### config.mk
export PLATFORM = sky130hd
export DESIGN_NAME = sprite_coll_ram
export DESIGN_NICKNAME = d
export VERILOG_FILES = /design/src/rtl/sprite_coll_ram.sv
export SDC_FILE = /design/constraint.sdc
export NUM_CORES = 2
export LEC_CHECK = 0
export ABC_CLOCK_PERIOD_IN_PS = 13100
export CORE_MARGIN = 5
export CORE_UTILIZATION = 40
export DETAILED_ROUTE_END_ITERATION = 6
export PLACE_DENSITY = 0.59
export SYNTH_ARGS = -nofsm -noshare
export SYNTH_HDL_FRONTEND = slang
export SYNTH_SLANG_ARGS = --single-unit
### constraint.sdc
create_clock -name VCLKx4 -period 13.1 [get_ports VCLKx4]
set_input_delay 1.31 -clock VCLKx4 [delete_from_list [all_inputs] [get_ports VCLKx4]]
set_output_delay 1.31 -clock VCLKx4 [all_outputs]
set_load 0.02 [all_outputs]
### src/rtl/sprite_coll_ram.sv
// Sprite-collision map (MAP_WORDS x 1 bit) with a summary flag. A single map port is shared
// between CPU read/clear and a small FIFO of pending collision sets; an init sweep clears the map.
module sprite_coll_ram #(
  parameter int unsigned FIFO_DEPTH = 4,
  parameter int unsigned MAP_WORDS  = 1024
) (
  input  logic                         VCLKx4,
  input  logic                         RESETn,
  input  logic                         sprcoll,
  input  logic [$clog2(MAP_WORDS)-1:0] sprcoll_ad,
  input  logic                         cpu_sel_ram,
  input  logic                         cpu_sel_sum,
  input  logic                         cpu_rd,
  input  logic                         cpu_wr,
  input  logic [$clog2(MAP_WORDS)-1:0] cpu_ad,
  output logic [7:0]                   cpu_dout,
  output logic                         coll_sum,
  output logic                         coll_ovf,
  output logic                         busy
);

  localparam int unsigned AW = $clog2(MAP_WORDS);
  localparam int unsigned PW = $clog2(FIFO_DEPTH);
  localparam int unsigned CW = PW + 1;

  typedef enum logic {S_INIT, S_RUN} state_t;

  state_t          state, state_nxt;
  logic [AW-1:0]   sweep_ptr;
  logic            map_mem  [MAP_WORDS];
  logic [AW-1:0]   fifo_mem [FIFO_DEPTH];
  logic [PW-1:0]   rd_ptr, wr_ptr;
  logic [CW-1:0]   fifo_cnt;

  logic            cpu_map_acc, cpu_map_wr, cpu_rd_only, sum_clr;
  logic            fifo_full, pop, push, drop, fifo_hit;
  logic            map_we, map_wd;
  logic [AW-1:0]   map_wa;

  assign cpu_map_acc = cpu_sel_ram & (cpu_rd | cpu_wr);
  assign cpu_map_wr  = cpu_sel_ram & cpu_wr;
  assign cpu_rd_only = cpu_rd & ~cpu_wr;
  assign sum_clr     = cpu_sel_sum & cpu_wr;
  assign fifo_full   = (fifo_cnt == CW'(FIFO_DEPTH));
  assign pop         = (state == S_RUN) & ~cpu_map_acc & (fifo_cnt != '0);
  assign push        = sprcoll & (~fifo_full | pop);
  assign drop        = sprcoll & ~push;
  assign busy        = (state == S_INIT);

  // Read-side hit on any queued set, including one being accepted on this same edge.
  always_comb begin
    fifo_hit = push & (sprcoll_ad == cpu_ad);
    for (int unsigned i = 0; i < FIFO_DEPTH; i++) begin
      if ((CW'(i) < fifo_cnt) && (fifo_mem[rd_ptr + PW'(i)] == cpu_ad))
        fifo_hit = 1'b1;
    end
  end

  always_comb begin
    state_nxt = state;
    map_we    = 1'b0;
    map_wa    = sweep_ptr;
    map_wd    = 1'b0;
    case (state)
      S_INIT: begin
        map_we = 1'b1;
        if (sweep_ptr == AW'(MAP_WORDS - 1))
          state_nxt = S_RUN;
      end
      S_RUN: begin
        if (cpu_map_wr) begin
          map_we = 1'b1;
          map_wa = cpu_ad;
        end else if (pop) begin
          map_we = 1'b1;
          map_wa = fifo_mem[rd_ptr];
          map_wd = 1'b1;
        end
      end
    endcase
  end

  always_ff @(posedge VCLKx4 or negedge RESETn) begin
    if (!RESETn) begin
      state     <= S_INIT;
      sweep_ptr <= '0;
    end else begin
      state <= state_nxt;
      if (state == S_INIT)
        sweep_ptr <= sweep_ptr + AW'(1);
    end
  end

  always_ff @(posedge VCLKx4) begin
    if (map_we)
      map_mem[map_wa] <= map_wd;
  end

  always_ff @(posedge VCLKx4) begin
    if (push)
      fifo_mem[wr_ptr] <= sprcoll_ad;
  end

  always_ff @(posedge VCLKx4 or negedge RESETn) begin
    if (!RESETn) begin
      rd_ptr   <= '0;
      wr_ptr   <= '0;
      fifo_cnt <= '0;
    end else begin
      if (push)
        wr_ptr <= wr_ptr + PW'(1);
      if (pop)
        rd_ptr <= rd_ptr + PW'(1);
      if (push && !pop)
        fifo_cnt <= fifo_cnt + CW'(1);
      else if (pop && !push)
        fifo_cnt <= fifo_cnt - CW'(1);
    end
  end

  // Set beats clear so a same-cycle event is never lost by a summary write.
  always_ff @(posedge VCLKx4 or negedge RESETn) begin
    if (!RESETn) begin
      coll_sum <= 1'b0;
      coll_ovf <= 1'b0;
    end else begin
      if (sprcoll)
        coll_sum <= 1'b1;
      else if (sum_clr)
        coll_sum <= 1'b0;
      if (drop)
        coll_ovf <= 1'b1;
      else if (sum_clr)
        coll_ovf <= 1'b0;
    end
  end

  always_ff @(posedge VCLKx4 or negedge RESETn) begin
    if (!RESETn) begin
      cpu_dout <= 8'hFF;
    end else if (cpu_rd_only && (cpu_sel_ram || cpu_sel_sum)) begin
      if (state == S_INIT)
        cpu_dout <= 8'hFF;
      else if (cpu_sel_ram)
        cpu_dout <= {7'h7F, map_mem[cpu_ad] | fifo_hit};
      else
        cpu_dout <= {6'h3F, coll_ovf, coll_sum};
    end
  end

endmodule

# Yosys cells after proc, flatten, opt, wreduce, memory -nomap -nowiden

Memories as Yosys holds them, arrays and structs flattened.
Cells that the tools add are included.

Bits in writable memories: 1064
Bits of input ports: 27
Memories: 2
Bits in registers: 28

Bitwise gates (word level): 17
Equal/unequal tests: 7
Reduce and logical (&&, ||, !) cells: 14
Order comparisons: 4
Add/sub/neg operators: 7
Mux-type cells: 25

Memory list:

| name     | depth | width | rd ports | clocked after Yosys merged registers in | wr ports | line | source |
|---|---|---|---|---|---|---|---|
| map_mem  | 1024  | 1     | 1        | 0                                       | 1        | 30   | `logic map_mem [MAP_WORDS];` |
| fifo_mem | 4     | 10    | 4        | 0                                       | 1        | 31   | `logic [AW-1:0] fifo_mem [FIFO_DEPTH];` |

Operators with widths:

| operator                                                                    | count |
|---|---|
| 10-bit equality test                                                        | 5 |
| 10-bit 2-to-1 mux                                                           | 3 |
| 1-bit 2-to-1 mux                                                            | 17 |
| 10-bit by 1-bit adder with 10-bit output, second input constant             | 1 |
| 10-bit equality test, second input constant                                 | 1 |
| 1-bit bitwise AND                                                           | 9 |
| 1-bit logical AND                                                           | 7 |
| 1-bit by 3-bit less-than comparator with 1-bit output, first input constant | 2 |
| 2-bit by 3-bit less-than comparator with 1-bit output, first input constant | 2 |
| 3-bit 2-to-1 mux                                                            | 2 |
| 2-bit nonzero test                                                          | 3 |
| 1-bit inverter                                                              | 5 |
| 2-bit by 1-bit adder with 2-bit output, second input constant               | 2 |
| 2-bit adder, second input constant                                          | 2 |
| 2-bit 2-to-1 mux                                                            | 2 |
| 3-bit by 1-bit adder with 3-bit output, second input constant               | 1 |
| 3-bit equality test, second input constant                                  | 1 |
| 1-bit bitwise OR                                                            | 3 |
| 3-bit nonzero test                                                          | 1 |
| 3-bit by 1-bit subtractor with 3-bit output, second input constant          | 1 |
| 1-bit zero test                                                             | 2 |
| 1-bit one-hot mux with 2 select lines                                       | 1 |
| 1-bit logical OR                                                            | 1 |

# Depth between registers and ports, before layout

Depth after elaboration: 15
Gate-level depth with buffers: 14
Mapped depth without buffers: 11

# Worst setup path after synthesis

Ideal clock, no wire load.

Path type: input -> register
From: input port cpu_rd
To: register cpu_dout[0]
Data required time: 13040 ps
Setup time: 60 ps
Path slack: 2315 ps
Cell stages on the path: 11
Data arrival time: 10725 ps
Cells stage by stage: o21ai_0 > and3_1 > buf_2 > buf_2 > inv_1 > a31oi_1 > nand3_1 > o311ai_0 > a31oi_1 > a41oi_1 > a2111o_1

Longest elaborated chain between the ends: 15
Elaborated cells between the ends (all ways): 17
Those cells by class: mux (6); bitwise (10); reduce/logical (1)

RTL lines:

| item                            | line | source |
|---|---|---|
| start, declared                 | 13   | `input logic cpu_rd,` |
| 1-bit bitwise OR                | 40   | `assign cpu_map_acc = cpu_sel_ram & (cpu_rd \| cpu_wr);` |
| 1-bit bitwise AND               | 40   |  |
| 1-bit inverter                  | 45   | `assign pop = (state == S_RUN) & ~cpu_map_acc & (fifo_cnt != '0);` |
| 1-bit bitwise AND (2 in series) | 45   |  |
| 1-bit bitwise OR                | 46   | `assign push = sprcoll & (~fifo_full \| pop);` |
| 1-bit bitwise AND               | 46   |  |
| named net push                  | 36   | `logic fifo_full, pop, push, drop, fifo_hit;` |
| 1-bit bitwise AND               | 52   | `fifo_hit = push & (sprcoll_ad == cpu_ad);` |
| 1-bit 2-to-1 mux (4 in series)  | 54   | `if ((CW'(i) < fifo_cnt) && (fifo_mem[rd_ptr + PW'(i)] == cpu_ad))` |
| 1-bit bitwise OR                | 145  | `cpu_dout <= {7'h7F, map_mem[cpu_ad] \| fifo_hit};` |
| 2-bit 2-to-1 mux                | 144  | `else if (cpu_sel_ram)` |
| 2-bit 2-to-1 mux                | 142  | `if (state == S_INIT)` |
| end signal, assigned            | 145  |  |
| end signal, assigned            | 147  | `cpu_dout <= {6'h3F, coll_ovf, coll_sum};` |
| end, declared                   | 16   | `output logic [7:0] cpu_dout,` |

The timed path passes the listed nets, and every way through them passes these cells.
A chain may end at the register's enable or synchronous reset.

# Worst setup path after layout

From: input port cpu_wr
To: memory map_mem[431] (enable)

Longest elaborated chain between the ends: 10
Elaborated cells between the ends (all ways): 14
Those cells by class: mux (8); bitwise (6)

RTL lines:

| item                                   | line | source |
|---|---|---|
| start, declared                        | 14   | `input logic cpu_wr,` |
| 1-bit bitwise OR                       | 40   |  |
| 1-bit bitwise AND                      | 40   |  |
| 1-bit inverter                         | 45   |  |
| 1-bit bitwise AND (2 in series)        | 45   |  |
| 1-bit 2-to-1 mux                       | 74   | `end else if (pop) begin` |
| 1-bit 2-to-1 mux                       | 71   | `if (cpu_map_wr) begin` |
| 1-bit one-hot mux with 2 select lines  | 64   | `case (state)` |
| 1-bit 2-to-1 mux                       | 95   | `if (map_we)` |
| 1-bit 2-to-1 mux (not written as such) | 96   | `map_mem[map_wa] <= map_wd;` |
| end, declared                          | 30   |  |

Parallel ways exist; a longest one is shown, timed or not.

==> metrics.cfg <==
[run_status]
status = complete, no violations

[grt]
use_met2 = 0.342
grt_pass1_vias = 28600
grt_pass1_wl_um = 197000
grt.total_usage = 0.211
busiest_layer = met2
grt_start_max_net_pins = 301
antenna_found_initial = 2
overflow = 0
gr-usage-met1 = 0.293
use_met3 = 0.0397

[drt]
post_drt_wl_per_cell_um = 27.0
vias = 29100
drtPass1Iterations = 5
initialDrtViolationCount = 3454
viasPerCell = 5.79
drcViolationCount = 0
ant_nets = 0
wl_um = 136000

[clock_network]
cts-root-buf = clkbuf_16
cts.clk_slew.worst_paths_ps = 60
clockBufferDepth = 3
clock_latency_ps = 720
cts_num_sinks = 1086
post_cts_resize_count = 0
cts_buffers = 114
cts_htree_levels = 3
ctsHoldBuffers = 0
post_cts_buffers = 0
cts_tree = yes

[setup_path]
slowest_stage = nand2_1
cp.arrival_ps = 6490
slowest_delay_ps = 1030
endpoint_kind = register
crit_top_cell = o21ai_0
critPathKind = in2reg
start_kind = input pin
critical_path_cell_count = 9
cp_cell_sequence = clkdlybuf4s50_1, o21ai_0, and3_4, buf_12, a22oi_1, o21ai_0, nor2b_2, nand2_1, nor2_1
path_delay_family = simple AND/OR/NAND/NOR gates
cp_max_fo = 300
ff2ff_path_depth = 10
path_buf_inv = 2
crit_required_ps = 13470

[worst_hold_path]
worstHoldPathCells = 1
worstHoldPathType = reg2reg

[synthesis]
seq_area_frac_synth = 0.671
synth_warnings = 0
ys_ff_latch = 1086
yosys.area.top_type = edfxtp_1
syn_inst = 3404
async_flop_share = 0.0203
yosys_most_used_dff = edfxtp_1
synth_area_per_cell_um2 = 14.2
netlist_area_mm2 = 0.0485
ys_top_cells_by_area = edfxtp_1, mux4_2, nor2_1
synth_edf_count = 1064
synth_top_area_frac = 0.659
yosysUniqueCellTypes = 66

[place]
dp_hpwl_um = 76400
numPortBuffers = 31
dpl_cell_area_mm2 = 0.0501
gp_congestion = 0.829

[power]
combPwrFrac = 0.047
internal_power_mw = 5.68
ir_drop_uv = 106
seqPwrFrac = 0.525
power.density_mw_per_mm2 = 136
p_sw_frac = 0.221
switching_power_mw = 1.61
power.total_mw = 7.29
p_leak_nw = 14.0
clockPowerShare = 0.428

[layout]
fin_area_mm2 = 0.0536
final_cell_mix = edfxtp_1, nor2_1, mux4_2
num_antenna_cells = 0
finalNetCount = 3357
fin_util = 0.446
drive_above_1_share = 0.165
syn2layout_area_growth_pct = 10.6
mostFrequentLayoutCell = edfxtp_1

[floorplan]
core_area_mm2 = 0.120
die_w_um = 358
io_pins = 38
start_util = 0.403
rows = 127
die_h_um = 358
fp.dieArea_mm2 = 0.128

[sta]
rsz0062_at_grt = false
clock.fmax_ghz = 0.163
setup_viol = 0
setup_tns_ps = 0
slew_violations = 0
fin_crit_ps = 6120
worstMarginPinSlew_ps = 1300
finalCritPeriodShare = 0.467
hold_violations = 0
skew_ps = 28.3
fin_hold_ws_ps = 469
relSlewSlack = 0.132

[job]
maxCapViolations = 0

## final cells by class
| class | count | area, µm² |
|---|---|---|
| repair buffers | 112 | 921 |
| inverters | 17 | 63.8 |
| clock inverters | 74 | 612 |
| well taps | 1612 | 2020 |
| clock buffers | 136 | 2940 |
| flip-flops and latches | 1086 | 32500 |
| multi-input cells | 1989 | 14600 |
| fillers | 10800 | 66500 |
## through the flow
stage | instances | worst slack [ps]
after floorplan | 3409 | 2320
after global placement | 4816 | 6300
after detailed placement | 4816 | 6160
after CTS | 5026 | 6920
after global routing | 5026 | 6530
final | 5026 | 6980
## sequential cells by signal, indices dropped and copies added, names as in the netlist
name	flops
map_mem	1024
fifo_mem	40
coll_sum	1
rd_ptr	2
sweep_ptr	10
fifo_cnt	3
cpu_dout	2
coll_ovf	1
state	1
wr_ptr	2
## routing by layer
layer  wire length (µm)  share of wire
met5                  0              0
met3              11700          0.086
met4               4220          0.031
met1              55400           0.41
met2              64600           0.48
## cell families (layout without fill, tap and decap cells)
| family | Yosys count | after routing | synth area share |
|---|---|---|---|
| other | 1 | 6 | 0.0000774 |
| buffers and inverters | 334 | 339 | 0.0315 |
| AND/OR/NAND/NOR | 1327 | 1327 | 0.108 |
| multiplexers | 357 | 357 | 0.142 |
| adder cells (fa/ha/maj) | 10 | 10 | 0.00258 |
| flip-flops | 1086 | 1086 | 0.671 |
| XOR/XNOR | 65 | 65 | 0.0117 |
| AO/OA/AOI/OAI | 224 | 224 | 0.0332 |
## path summary, 6_finish.rpt
| path | slack [ps] | to | startpoint |
|---|---|---|---|
| max in group asynchronous | 11860 | cpu_dout[0] | RESETn |
| min in group asynchronous | 960 | coll_sum | RESETn |
| min | 470 | rd_ptr[0] | rd_ptr[0] |
| max | 6980 | map_mem[431] | cpu_wr |
| min reg2reg | 470 | rd_ptr[0] | rd_ptr[0] |
| max reg2reg | 7390 | map_mem[431] | fifo_cnt[0] |
## synthesized netlist by cell type (3+ instances only)
| master | count |
|---|---|
| mux4_2 | 265 |
| buf_2 | 85 |
| nand3_1 | 33 |
| or2_2 | 3 |
| mux2_2 | 7 |
| nand2b_1 | 9 |
| edfxtp_1 | 1064 |
| a22oi_1 | 40 |
| o221ai_1 | 35 |
| clkbuf_1 | 125 |
| nand2_1 | 142 |
| dfrtp_1 | 20 |
| o32ai_1 | 3 |
| o21ai_0 | 24 |
| a211oi_1 | 8 |
| and2_1 | 10 |
| a2111oi_0 | 4 |
| o311ai_0 | 5 |
| ha_1 | 10 |
| a22o_1 | 11 |
| inv_1 | 14 |
| nor4_1 | 11 |
| buf_4 | 26 |
| a21oi_1 | 34 |
| nor3_1 | 21 |
| mux2i_1 | 85 |
| a221oi_1 | 3 |
| buf_1 | 72 |
| and3_1 | 7 |
| o21ai_1 | 4 |
| buf_6 | 9 |
| nor2b_1 | 10 |
| o211ai_1 | 6 |
| o22ai_1 | 16 |
| a31oi_1 | 8 |
| xnor2_1 | 45 |
| o2bb2ai_1 | 3 |
| xor2_1 | 20 |
| nor2_1 | 1063 |
| nand4_1 | 12 |
## power by group through the flow
stage	Sequential [mW]	Combinational (mW)	Clock, mW
2_1_floorplan	3.89	0.229	0
3_3_place_gp	3.90	0.344	0
3_5_place_dp	3.90	0.343	0
4_1_cts	3.83	0.345	3.15
5_1_grt	3.83	0.367	3.31
6_report	3.83	0.343	3.12
No activity file was read; power rests on OpenSTA's default activity.
